File: src/rtl/game_sequencer.sv
// Game flow sequencer: IDLE -> COUNTDOWN -> RUNNING -> DYING/GAME_OVER/WIN, stepped on game_tick.
// Define GAME_SEQUENCER_LIVES_EN to build the lives counter and the DYING state.
//
// state        | meaning
// IDLE         | waiting for a start edge, player and lava frozen
// COUNTDOWN    | pre-round countdown, countdown output shows seconds left
// RUNNING      | play active, jumps score, death/goal end the round
// DYING        | life lost, hold then restart the countdown (lives build only)
// GAME_OVER    | no lives left, start accepted after the hold time
// WIN          | goal reached, start accepted after the hold time
module game_sequencer #(
    parameter int COUNTDOWN_SEC = 3,
    parameter int TICKS_PER_SEC = 60,
    parameter int HOLD_TICKS    = 120,
    parameter int LIVES_INIT    = 3
) (
    input  logic        clk,
    input  logic        rst,
    input  logic        game_tick,
    input  logic        start_btn,
    input  logic        death_evt,
    input  logic        goal_evt,
    input  logic        jump_landed,
    output logic        freeze,
    output logic        soft_rst_n,
    output logic        lava_boost,
    output logic [2:0]  state,
    output logic [15:0] score,
    output logic [1:0]  lives,
    output logic [1:0]  countdown
);

    typedef enum logic [2:0] {
        ST_IDLE      = 3'd0,
        ST_COUNTDOWN = 3'd1,
        ST_RUNNING   = 3'd2,
        ST_DYING     = 3'd3,
        ST_GAME_OVER = 3'd4,
        ST_WIN       = 3'd5
    } state_t;

    // One down-counter serves both the per-second countdown and the end-of-round hold.
    localparam int TMR_MAX = (HOLD_TICKS > TICKS_PER_SEC) ? HOLD_TICKS : TICKS_PER_SEC;
    localparam int TW      = $clog2(TMR_MAX + 1);
    localparam logic [TW-1:0] SEC_LOAD  = TW'(TICKS_PER_SEC - 1);
    localparam logic [TW-1:0] HOLD_LOAD = TW'(HOLD_TICKS - 1);
    localparam logic [1:0]    CD_LOAD   = 2'(COUNTDOWN_SEC);
    localparam logic [1:0]    LIVES_LOAD = 2'(LIVES_INIT);

    if (COUNTDOWN_SEC < 1 || COUNTDOWN_SEC > 3) begin : g_bad_countdown
        $error("game_sequencer: COUNTDOWN_SEC must be 1..3");
    end
    if (LIVES_INIT < 1 || LIVES_INIT > 3) begin : g_bad_lives
        $error("game_sequencer: LIVES_INIT must be 1..3");
    end
    if (TICKS_PER_SEC < 1 || HOLD_TICKS < 1) begin : g_bad_timing
        $error("game_sequencer: TICKS_PER_SEC and HOLD_TICKS must be >= 1");
    end

    state_t          state_q, state_d;
    logic [TW-1:0]   tmr_q, tmr_d;
    logic [15:0]     score_q, score_d;
    logic [1:0]      cnt_q, cnt_d;
    logic            boost_q, boost_d;
    logic            soft_q, soft_d;
    logic            freeze_q;
    logic            start_prev_q;
    logic            start_pend_q, start_pend_d;
    logic            jump_pend_q, jump_pend_d;
    logic            start_req, jump_req;
    logic            enter_cd, new_game;
`ifdef GAME_SEQUENCER_LIVES_EN
    logic [1:0]      lives_q, lives_d;
`endif

    // Pending requests include an event arriving on the tick cycle itself.
    always_comb begin
        start_req    = start_pend_q | (start_btn & ~start_prev_q);
        jump_req     = jump_pend_q | jump_landed;
        start_pend_d = game_tick ? 1'b0 : start_req;
        jump_pend_d  = game_tick ? 1'b0 : jump_req;
    end

    always_comb begin
        state_d  = state_q;
        tmr_d    = tmr_q;
        score_d  = score_q;
        cnt_d    = cnt_q;
        boost_d  = boost_q;
        soft_d   = 1'b1;
        enter_cd = 1'b0;
        new_game = 1'b0;
`ifdef GAME_SEQUENCER_LIVES_EN
        lives_d  = lives_q;
`endif
        if (game_tick) begin
            boost_d = 1'b0;
            case (state_q)
                ST_IDLE: begin
                    if (start_req) begin
                        new_game = 1'b1;
                        enter_cd = 1'b1;
                    end
                end
                ST_COUNTDOWN: begin
                    if (tmr_q == '0) begin
                        if (cnt_q == 2'd1) begin
                            state_d = ST_RUNNING;
                            cnt_d   = 2'd0;
                        end else begin
                            cnt_d = cnt_q - 2'd1;
                            tmr_d = SEC_LOAD;
                        end
                    end else begin
                        tmr_d = tmr_q - 1'b1;
                    end
                end
                ST_RUNNING: begin
                    if (death_evt) begin
                        tmr_d = HOLD_LOAD;
`ifdef GAME_SEQUENCER_LIVES_EN
                        lives_d = lives_q - 2'd1;
                        state_d = (lives_q == 2'd1) ? ST_GAME_OVER : ST_DYING;
`else
                        state_d = ST_GAME_OVER;
`endif
                    end else if (goal_evt) begin
                        tmr_d   = HOLD_LOAD;
                        state_d = ST_WIN;
                    end else if (jump_req) begin
                        if (score_q != 16'hFFFF) begin
                            score_d = score_q + 16'd1;
                        end
                        boost_d = 1'b1;
                    end
                end
`ifdef GAME_SEQUENCER_LIVES_EN
                ST_DYING: begin
                    if (tmr_q == '0) begin
                        enter_cd = 1'b1;
                    end else begin
                        tmr_d = tmr_q - 1'b1;
                    end
                end
`endif
                ST_GAME_OVER, ST_WIN: begin
                    if (tmr_q != '0) begin
                        tmr_d = tmr_q - 1'b1;
                    end else if (start_req) begin
                        new_game = 1'b1;
                        enter_cd = 1'b1;
                    end
                end
                default: begin
                    state_d = ST_IDLE;
                    tmr_d   = '0;
                    cnt_d   = 2'd0;
                end
            endcase
        end
        if (enter_cd) begin
            state_d = ST_COUNTDOWN;
            cnt_d   = CD_LOAD;
            tmr_d   = SEC_LOAD;
            soft_d  = 1'b0;
        end
        if (new_game) begin
            score_d = 16'd0;
`ifdef GAME_SEQUENCER_LIVES_EN
            lives_d = LIVES_LOAD;
`endif
        end
    end

    always_ff @(posedge clk or negedge rst) begin
        if (!rst) begin
            state_q      <= ST_IDLE;
            tmr_q        <= '0;
            score_q      <= 16'd0;
            cnt_q        <= 2'd0;
            boost_q      <= 1'b0;
            soft_q       <= 1'b1;
            freeze_q     <= 1'b1;
            start_prev_q <= 1'b0;
            start_pend_q <= 1'b0;
            jump_pend_q  <= 1'b0;
        end else begin
            state_q      <= state_d;
            tmr_q        <= tmr_d;
            score_q      <= score_d;
            cnt_q        <= cnt_d;
            boost_q      <= boost_d;
            soft_q       <= soft_d;
            freeze_q     <= (state_d != ST_RUNNING);
            start_prev_q <= start_btn;
            start_pend_q <= start_pend_d;
            jump_pend_q  <= jump_pend_d;
        end
    end

`ifdef GAME_SEQUENCER_LIVES_EN
    always_ff @(posedge clk or negedge rst) begin
        if (!rst) begin
            lives_q <= LIVES_LOAD;
        end else begin
            lives_q <= lives_d;
        end
    end
    assign lives = lives_q;
`else
    assign lives = 2'd0;
`endif

    assign state      = state_q;
    assign score      = score_q;
    assign countdown  = cnt_q;
    assign lava_boost = boost_q;
    assign soft_rst_n = soft_q;
    assign freeze     = freeze_q;

endmodule

File: config.mk
export PLATFORM = sky130hd
export DESIGN_NAME = game_sequencer
export DESIGN_NICKNAME = d
export VERILOG_FILES = /design/src/rtl/game_sequencer.sv
export SDC_FILE = /design/constraint.sdc
export NUM_CORES = 1
export LEC_CHECK = 0
export ABC_AREA = 1
export BUFFER_PORTS_ARGS = -buffer_cell sky130_fd_sc_hd__buf_2
export CELL_PAD_IN_SITES_DETAIL_PLACEMENT = 0
export CELL_PAD_IN_SITES_GLOBAL_PLACEMENT = 1
export CORE_MARGIN = 5
export CORE_UTILIZATION = 30
export CTS_CLUSTER_DIAMETER = 150
export DETAILED_ROUTE_END_ITERATION = 8
export GPL_ROUTABILITY_DRIVEN = 0
export PLACE_DENSITY = 0.58
export SLEW_MARGIN = 20
export SYNTH_ARGS = -nofsm -noshare
export SYNTH_HDL_FRONTEND = slang
export SYNTH_SLANG_ARGS = --single-unit
File: constraint.sdc
create_clock -name clk -period 1.7 [get_ports clk]
set_input_delay 0.425 -clock clk [delete_from_list [all_inputs] [get_ports clk]]
set_output_delay 0.425 -clock clk [all_outputs]
set_load 0.05 [all_outputs]
== After elaboration in Yosys (flattened, before gate mapping) ==
Cells that the tools add are included.
Storage, ports and cells
  bits in registers: 34
Cells by class
  bitwise gates (word level): 4
  add/subtract/negate cells: 3
  equality and inequality tests: 15
  mux-type cells: 38
  reduce and logical (&&, ||, !) cells: 13
Operators by type and width (count)
  $mux W16: 7
  $mux W7: 7
  $pmux W7 S4: 1
  $mux W3: 6
  $add A16 B1 Y16 const B: 1
  $ne A16 B16 Y1 const B: 1
  $mux W1: 10
  $pmux W3 S3: 1
  $mux W2: 4
  $ne A4 B4 Y1 const B: 2
  $reduce_bool A2 Y1: 4
  $logic_not A7 Y1: 1
  $reduce_bool A7 Y1: 1
  $sub A7 B1 Y7 const B: 1
  $eq A3 B3 Y1 const B: 2
  $ne A2 B1 Y1 const B: 3
  $ne A3 B3 Y1 const B: 2
  $reduce_and A6 Y1: 1
  $reduce_and A5 Y1: 1
  $pmux W2 S2: 1
  $reduce_or A4 Y1: 1
  $eq A3 B1 Y1 const B: 1
  $eq A3 B2 Y1 const B: 1
  $logic_not A3 Y1: 1
  11 further kinds: 12

== Logic depth before layout (Yosys ltp) ==
Gate-level depths: netlist of run 1.
  depth after elaboration: 9
  mapped depth: 13

== Least setup slack after synthesis of run 1 ==
OpenSTA, ideal clock, no wires.
  path type: reg2reg
  start: reg score_q[0], in the netlist score[0]
  end: reg score_q[12], in the netlist score[12]
  data required time: 1633 ps
  stages on the path, launching flop included: 11
  library setup time: 67 ps
  path slack: -252 ps
  path buffers: 1
  data arrival time: 1885 ps
  clock period less this slack: 1952 ps
  cells stage by stage: dfrtp_1 > ha_1 > nand2_1 > inv_2 > nand2_4 > nor2_8 > nand2_4 > o21ai_4 > buf_6 > nand3_2 > nand2_1
Between the ends
  word-level cells in the longest chain between the ends: 8
Ends and longest elaborated chain
  start, declared: RTL line 62  | logic [15:0] score_q, score_d;
  start signal, assigned: RTL line 190  | score_q <= score_d;
  $add A16 B1 Y16: RTL line 132  | score_d = score_q + 16'd1;
  $mux W16: RTL line 131  | if (score_q != 16'hFFFF) begin
  $mux W16: RTL line 130  | end else if (jump_req) begin
  $mux W16: RTL line 127  | end else if (goal_evt) begin
  $mux W16: RTL line 119  | if (death_evt) begin
  $mux W16: RTL line 98  | case (state_q)
  $mux W16: RTL line 96  | if (game_tick) begin
  $mux W16: RTL line 167  | if (new_game) begin
Several ways; a longest one is shown, not always the timed one. The select of a mux whose other input is x is not followed.
A chain may end at the register's enable or synchronous reset.

== Worst setup path after layout of run 1 ==
  start: reg tmr_q[1]
  end: reg tmr_q[5]
Between the ends
  word-level cells in the longest chain between the ends: 6
Ends and longest elaborated chain
  start, declared: RTL line 61  | logic [TW-1:0] tmr_q, tmr_d;
  start signal, assigned: RTL line 189  | tmr_q <= tmr_d;
  branches (longest 6 deep; another with $sub A7 B1 Y7)
Parallel ways; which one is timed is not known. The select of a mux whose other input is x is not followed.

==> results of run 1 <==
-- synth_stat cells --
| cell type | count |
|---|---|
| a21oi_1 | 6 |
| a22oi_1 | 1 |
| buf_2 | 4 |
| buf_4 | 4 |
| buf_6 | 2 |
| conb_1 | 1 |
| dfrtp_1 | 32 |
| dfstp_2 | 2 |
| ha_1 | 4 |
| inv_1 | 29 |
| inv_2 | 4 |
| nand2_1 | 79 |
| nand2_4 | 4 |
| nand3_1 | 36 |
| nand3_2 | 10 |
| nand3b_1 | 8 |
| nand4_1 | 7 |
| nand4_2 | 1 |
| nor2_1 | 30 |
| nor2_2 | 4 |
| nor2_4 | 4 |
| nor2_8 | 2 |
| nor3_1 | 1 |
| nor3_2 | 2 |
| o211ai_1 | 1 |
| o21ai_0 | 10 |
| o21ai_1 | 2 |
| o21ai_4 | 1 |
| o21bai_1 | 2 |
| o22ai_1 | 1 |
| xnor2_1 | 4 |
| xor2_1 | 8 |
-- power by group --
part,internal [mW],switching (mW)
logic,0.569,1.05
registers,0.964,0.137
clock network,0.331,0.294
-- cells by family after synthesis --
group	Yosys count	share of synthesized area
compound gates	24	0.0610
xor+xnor	12	0.0450
fa+ha+maj	4	0.0214
buf+inv	43	0.0840
flops	34	0.365
other cells	1	0.00160
simple gates	188	0.422
-- flip-flops by register name, summed over array words and instances (netlist names) --
name          cells
countdown         2
freeze            1
jump_pend_q       1
lava_boost        1
score            16
soft_rst_n        1
start_pend_q      1
start_prev_q      1
state             3
tmr_q             7
-- through the flow --
stage          hold WS [ns]   util  instances
4_1_cts               0.188  0.363        450
3_3_place_gp          0.485  0.351        442
5_1_grt               0.226  0.379        456
3_5_place_dp          0.485  0.351        442
6_report              0.169  0.379        456
2_1_floorplan         0.129      -        307
-- layout make-up --
cell class	count	area, sq um
clock buffer	8	90.1
tap	102	128
timing repair buffer	49	343
sequential	34	865
inverter	33	124
multi-input combinational	230	1350
fill	822	4750
-- how the worst max path moves through the flow --
| stage | endpoint | slack (ns) | cells after the start |
|---|---|---|---|
| 2_1_floorplan | score[12] | -0.06 | 10 |
| 3_5_place_dp | tmr_q[5] | 0.04 | 13 |
| 3_3_place_gp | tmr_q[5] | 0.06 | 13 |
| 4_1_cts | tmr_q[5] | 0.01 | 13 |
| 6_report | tmr_q[5] | 0.09 | 13 |
| 5_1_grt | tmr_q[5] | -0.009 | 13 |
-- critical path, delay by kind of cell, from the launching register on --
family                     cells  cell delay (ns)
DFF                            1             0.41
adders and majority gates      1             0.15
buffers and inverters          5             0.36
and+or+nand+nor                7             0.64
-- metal layers --
| layer | vias to the layer above | share of wire | global-route usage |
|---|---|---|---|
| met5 | - | 0 | 0 |
| met4 | 0 | 0.015 | 0.0410 |
| met3 | 9 | 0.044 | 0.0279 |
| met2 | 44 | 0.51 | 0.232 |
| met1 | 1005 | 0.43 | 0.158 |
| li1 | 1078 | - | - |
-- what timing repair did --
item,4_1_cts,5_1_grt
resized for setup,0,14
setup endpoints to repair,0,26
setup buffers,0,5
==> results.sh, run 1 <==
export IMPL_peakVddDrop_mv=0.379
export IMPL_arrival_ns=1.84
export IMPL_vias_per_cell=4.68
export IMPL_cpMaxStageDelayCell="dfrtp_1"
export IMPL_setup_ws_ns=0.0854
export IMPL_finalInstanceArea_sq_mm=0.00290
export IMPL_final_layout_size_suffix_gt1_frac=0.302
export IMPL_final_nets=364
export IMPL_rsz0062_at_grt="yes"
export IMPL_syn_area_sq_mm=0.00234
export IMPL_required_ns=1.93
export IMPL_die_x_microns=98.3
export IMPL_cts_root_buf="clkbuf_8"
export IMPL_fin_crit_sh=0.950
export IMPL_grt_max_degree=35
export IMPL_avgRoutedWirePerCell_microns=13.3
export IMPL_cts_num_sinks=34
export IMPL_synthCells=306
export IMPL_final_cell_mix="nand2_1 (76), nand3_1 (34), buf_2 (30)"
export IMPL_grt_overflow_total=0
export IMPL_cap_violations=0
export IMPL_grt_pass1_vias=2133
export IMPL_dieArea_sq_mm=0.00966
export IMPL_initial_core_util=0.306
export IMPL_cpMostUsedCell="inv_1"
export IMPL_synth_area_leaders="dfrtp_1 (34%), nand2_1 (13%), nand3_1 (7.7%)"
export IMPL_outcome="finished, final reports clean"
export IMPL_grt_first_pass_wirelength_microns=10400
export IMPL_cp_max_fo=7
export IMPL_clk_path_buf_depth=2
export IMPL_startpoint="tmr_q[1]"
export IMPL_max_stage_delay_ns=0.41
export IMPL_r2r_cells=13
export IMPL_antenna_found_initial=0
export IMPL_worstReg2RegEnd="tmr_q[5]"
export IMPL_post_place_ws_ns=0.0392
export IMPL_cellPowerDensity_mw_per_mm2=1160
export IMPL_final_hold_viol_count=0
export IMPL_cts_buffers=5
export IMPL_synth_top_area_frac=0.343
export IMPL_post_route_min_period_ns=1.61
export IMPL_num_vias=2136
export IMPL_core_area_sq_mm=0.00765
export IMPL_syn2layout_area_growth_pct=23.9
export IMPL_ant_nets=0
export IMPL_port_buffers=30
export IMPL_synth_seq_area_share=0.365
export IMPL_routed_wl_microns=6070
export IMPL_antennaDiodeCount=0
export IMPL_hpwl_microns=4550
export IMPL_r2r_slack_ns=0.09
export IMPL_cp_cell_sequence="inv_2, ha_1, inv_1, nor2_1, nand3_2, nand2_2, nand3_4, buf_12, nand2_1, inv_1, nand3_1, nand2_1, inv_1"
export IMPL_clk_pin_slew_ns=0.07
export IMPL_worstHoldPathType="input pin to async pin"
export IMPL_cp_start_kind="flip-flop"
export IMPL_die_h_microns=98.3
export IMPL_drc_errors=0
export IMPL_fmax_mhz=619
export IMPL_slew_viol_final=0
export IMPL_num_rows=32
export IMPL_io_pins=33
export IMPL_worstReg2RegStart="tmr_q[1]"
export IMPL_layout_cells_most_common="nand2_1"
export IMPL_total_power_mw=3.35
export IMPL_dpl_cell_area_sq_mm=0.00269
export IMPL_tns_ns=0
export IMPL_grt_usage=0.131
export IMPL_avgSynthCellArea_sq_um=7.64
export IMPL_ys_warn_count=0
export IMPL_hold_buffers=0
export IMPL_htree_levels=2
export IMPL_end_kind="flip-flop"
export IMPL_synth_largest_area_cell="dfrtp_1"
export IMPL_ys_ff_latch=34
export IMPL_cts_tree="done"
export IMPL_synth_cell_types=32
export IMPL_skew_ns=0.00504
export IMPL_clkLatencyLatePin_ns=0.28
export IMPL_cellLeakagePower_nw=1.47
export IMPL_setup_viol_count_final=0
export IMPL_drtIter0Drc=83
export IMPL_drt_pass1_iterations=4
export IMPL_critPathKind="flip-flop to flip-flop"
(Power assumes the default switching activity.)
==> run 2: changes to the inputs <==
- BUFFER_PORTS_ARGS: -buffer_cell sky130_fd_sc_hd__buf_2 -> default
- DONT_BUFFER_PORTS: default -> 1
- HOLD_SLACK_MARGIN: default -> 0.08
- PLACE_DENSITY: 0.58 -> 0.53
==> run 2 against run 1 <==
Power up 3.0%. Sequential share of layout area down 0.53 points. Worst setup slack better by 0.030 ns. Clock power up 2%. Non-clock buffer count down 6. Hold slack worse by 0.0033 ns. Largest power group unchanged.
==> results.sh, run 2 (synthesis results as in run 1) <==
export IMPL_fin_crit_sh=0.932
export IMPL_cellPowerDensity_mw_per_mm2=1170
export IMPL_clk_path_buf_depth=2
export IMPL_grt_usage=0.139
export IMPL_num_rows=32
export IMPL_final_layout_size_suffix_gt1_frac=0.310
export IMPL_largest_reg_flops=16
export IMPL_port_buffers=0
export IMPL_fmax_mhz=631
export IMPL_num_vias=2131
export IMPL_startpoint="state[2]"
export IMPL_fill_cells=812
export IMPL_finalInstanceArea_sq_mm=0.00295
export IMPL_syn2layout_area_growth_pct=26.1
export IMPL_cp_start_kind="flip-flop"
export IMPL_grt_first_pass_wirelength_microns=10800
export IMPL_max_stage_delay_ns=0.46
export IMPL_cp_max_fo=16
export IMPL_dieArea_sq_mm=0.00966
export IMPL_grt_max_degree=35
export IMPL_cap_violations=0
export IMPL_cts_num_sinks=34
export IMPL_final_nets=358
export IMPL_outcome="finished, final reports clean"
export IMPL_final_hold_viol_count=0
export IMPL_slew_viol_final=0
export IMPL_routed_wl_microns=6330
export IMPL_dr_wl_met2_microns=3250
export IMPL_route_met3_wl_microns=250
export IMPL_peakVddDrop_mv=0.405
export IMPL_cp_cell_sequence="nor2_2, inv_2, nor2_4, nand2_4, nor2_4, nand2_4, nor2_8, nand3_1, nand2_1"
export IMPL_drtIter0Drc=58
export IMPL_dpl_cell_area_sq_mm=0.00269
export IMPL_avgRoutedWirePerCell_microns=14.1
export IMPL_drc_errors=0
export IMPL_critPathKind="flip-flop to flip-flop"
export IMPL_clkLatencyLatePin_ns=0.29
export IMPL_antennaDiodeCount=0
export IMPL_cellLeakagePower_nw=1.44
export IMPL_initial_core_util=0.306
export IMPL_worstReg2RegStart="state[2]"
export IMPL_layout_cells_most_common="nand2_1"
export IMPL_antenna_found_initial=0
export IMPL_hpwl_microns=4780
export IMPL_m1WireLength_microns=2710
export IMPL_arrival_ns=1.80
export IMPL_r2r_cells=9
export IMPL_setup_worst_path_end="score[0]"
export IMPL_rsz0062_at_grt="yes"
export IMPL_total_power_mw=3.45
export IMPL_io_pins=33
export IMPL_die_h_microns=98.3
export IMPL_drt_pass1_iterations=4
export IMPL_cts_root_buf="clkbuf_8"
export IMPL_worstReg2RegEnd="score[0]"
export IMPL_grt_overflow_total=0
export IMPL_htree_levels=2
export IMPL_core_area_sq_mm=0.00765
export IMPL_skew_ns=0.0122
export IMPL_top_layer="met4"
export IMPL_tns_ns=0
export IMPL_worstHoldPathType="input pin to flip-flop"
export IMPL_cpMaxStageDelayCell="dfrtp_2"
export IMPL_cts_buffers=5
export IMPL_setup_viol_count_final=0
export IMPL_grt_pass1_vias=2128
export IMPL_r2r_slack_ns=0.12
export IMPL_end_kind="flip-flop"
export IMPL_die_x_microns=98.3
export IMPL_cts_tree="done"
export IMPL_final_cell_mix="nand2_1 (75), buf_4 (37), nand3_1 (34)"
export IMPL_ant_nets=0
export IMPL_required_ns=1.92
export IMPL_clk_pin_slew_ns=0.07
export IMPL_vias_per_cell=4.74
export IMPL_post_route_min_period_ns=1.58
## run 2: worst min-delay path by stage
stage,from,slack [ns],depth (start not counted),endpoint
CTS,start_btn,0.15,0,start_prev_q
detailed placement,rst,0.13,0,countdown[0]
finish,start_btn,0.17,0,start_prev_q
global route,start_btn,0.14,0,start_prev_q
floorplan,rst,0.13,0,countdown[0]
global placement,rst,0.13,0,countdown[0]
## run 2: report_power, final
part | internal (mW) | leakage, nW | switching [mW]
clock network | 0.327 | 0.0482 | 0.307
logic | 0.629 | 0.958 | 1.03
registers | 0.965 | 0.432 | 0.188
total | 1.92 | 1.44 | 1.53
## run 2: stage by stage
step / setup WS (ns) / utilization / instances / hold WS [ns]
finish: 0.115 / 0.385 / 450 / 0.166
CTS: 0.0178 / 0.373 / 445 / 0.150
floorplan: -0.0551 / - / 307 / 0.129
global placement: -0.0447 / 0.352 / 434 / 0.130
global route: -0.0121 / 0.385 / 450 / 0.139
detailed placement: -0.0432 / 0.352 / 434 / 0.131
## run 2: cell type report
type                            instances  area (sq um)  share of cell area
Timing Repair Buffer                   43           365               0.124
Multi-Input combinational cell        230          1380               0.466
Clock buffer                            7          86.3              0.0293
Tap cell                              102           128              0.0433
Inverter                               33           124              0.0420
Clock inverter                          1          5.00             0.00170
Sequential cell                        34           865               0.293
## run 2: what timing repair did
item,4_1_cts,5_1_grt
setup endpoints to repair,21,27
hold endpoints to repair,34,0
pin swaps,1,3
gates resized for setup,5,17
hold buffers,2,0
buffers inserted,1,5
## run 2: worst max-delay path: cells and delay by family, from the launching register on
| family | cells | cell delay [ns] |
|---|---|---|
| buffers and inverters | 1 | 0.07 |
| flip-flops | 1 | 0.46 |
| AND/OR/NAND/NOR | 8 | 1.00 |
## run 2: metal layers
| layer | GRT usage | vias to the layer above |
|---|---|---|
| met1 | 0.164 | 1024 |
| met5 | 0 | - |
| met2 | 0.248 | 32 |
| met3 | 0.0343 | 9 |
| li1 | - | 1066 |
| met4 | 0.0420 | 0 |
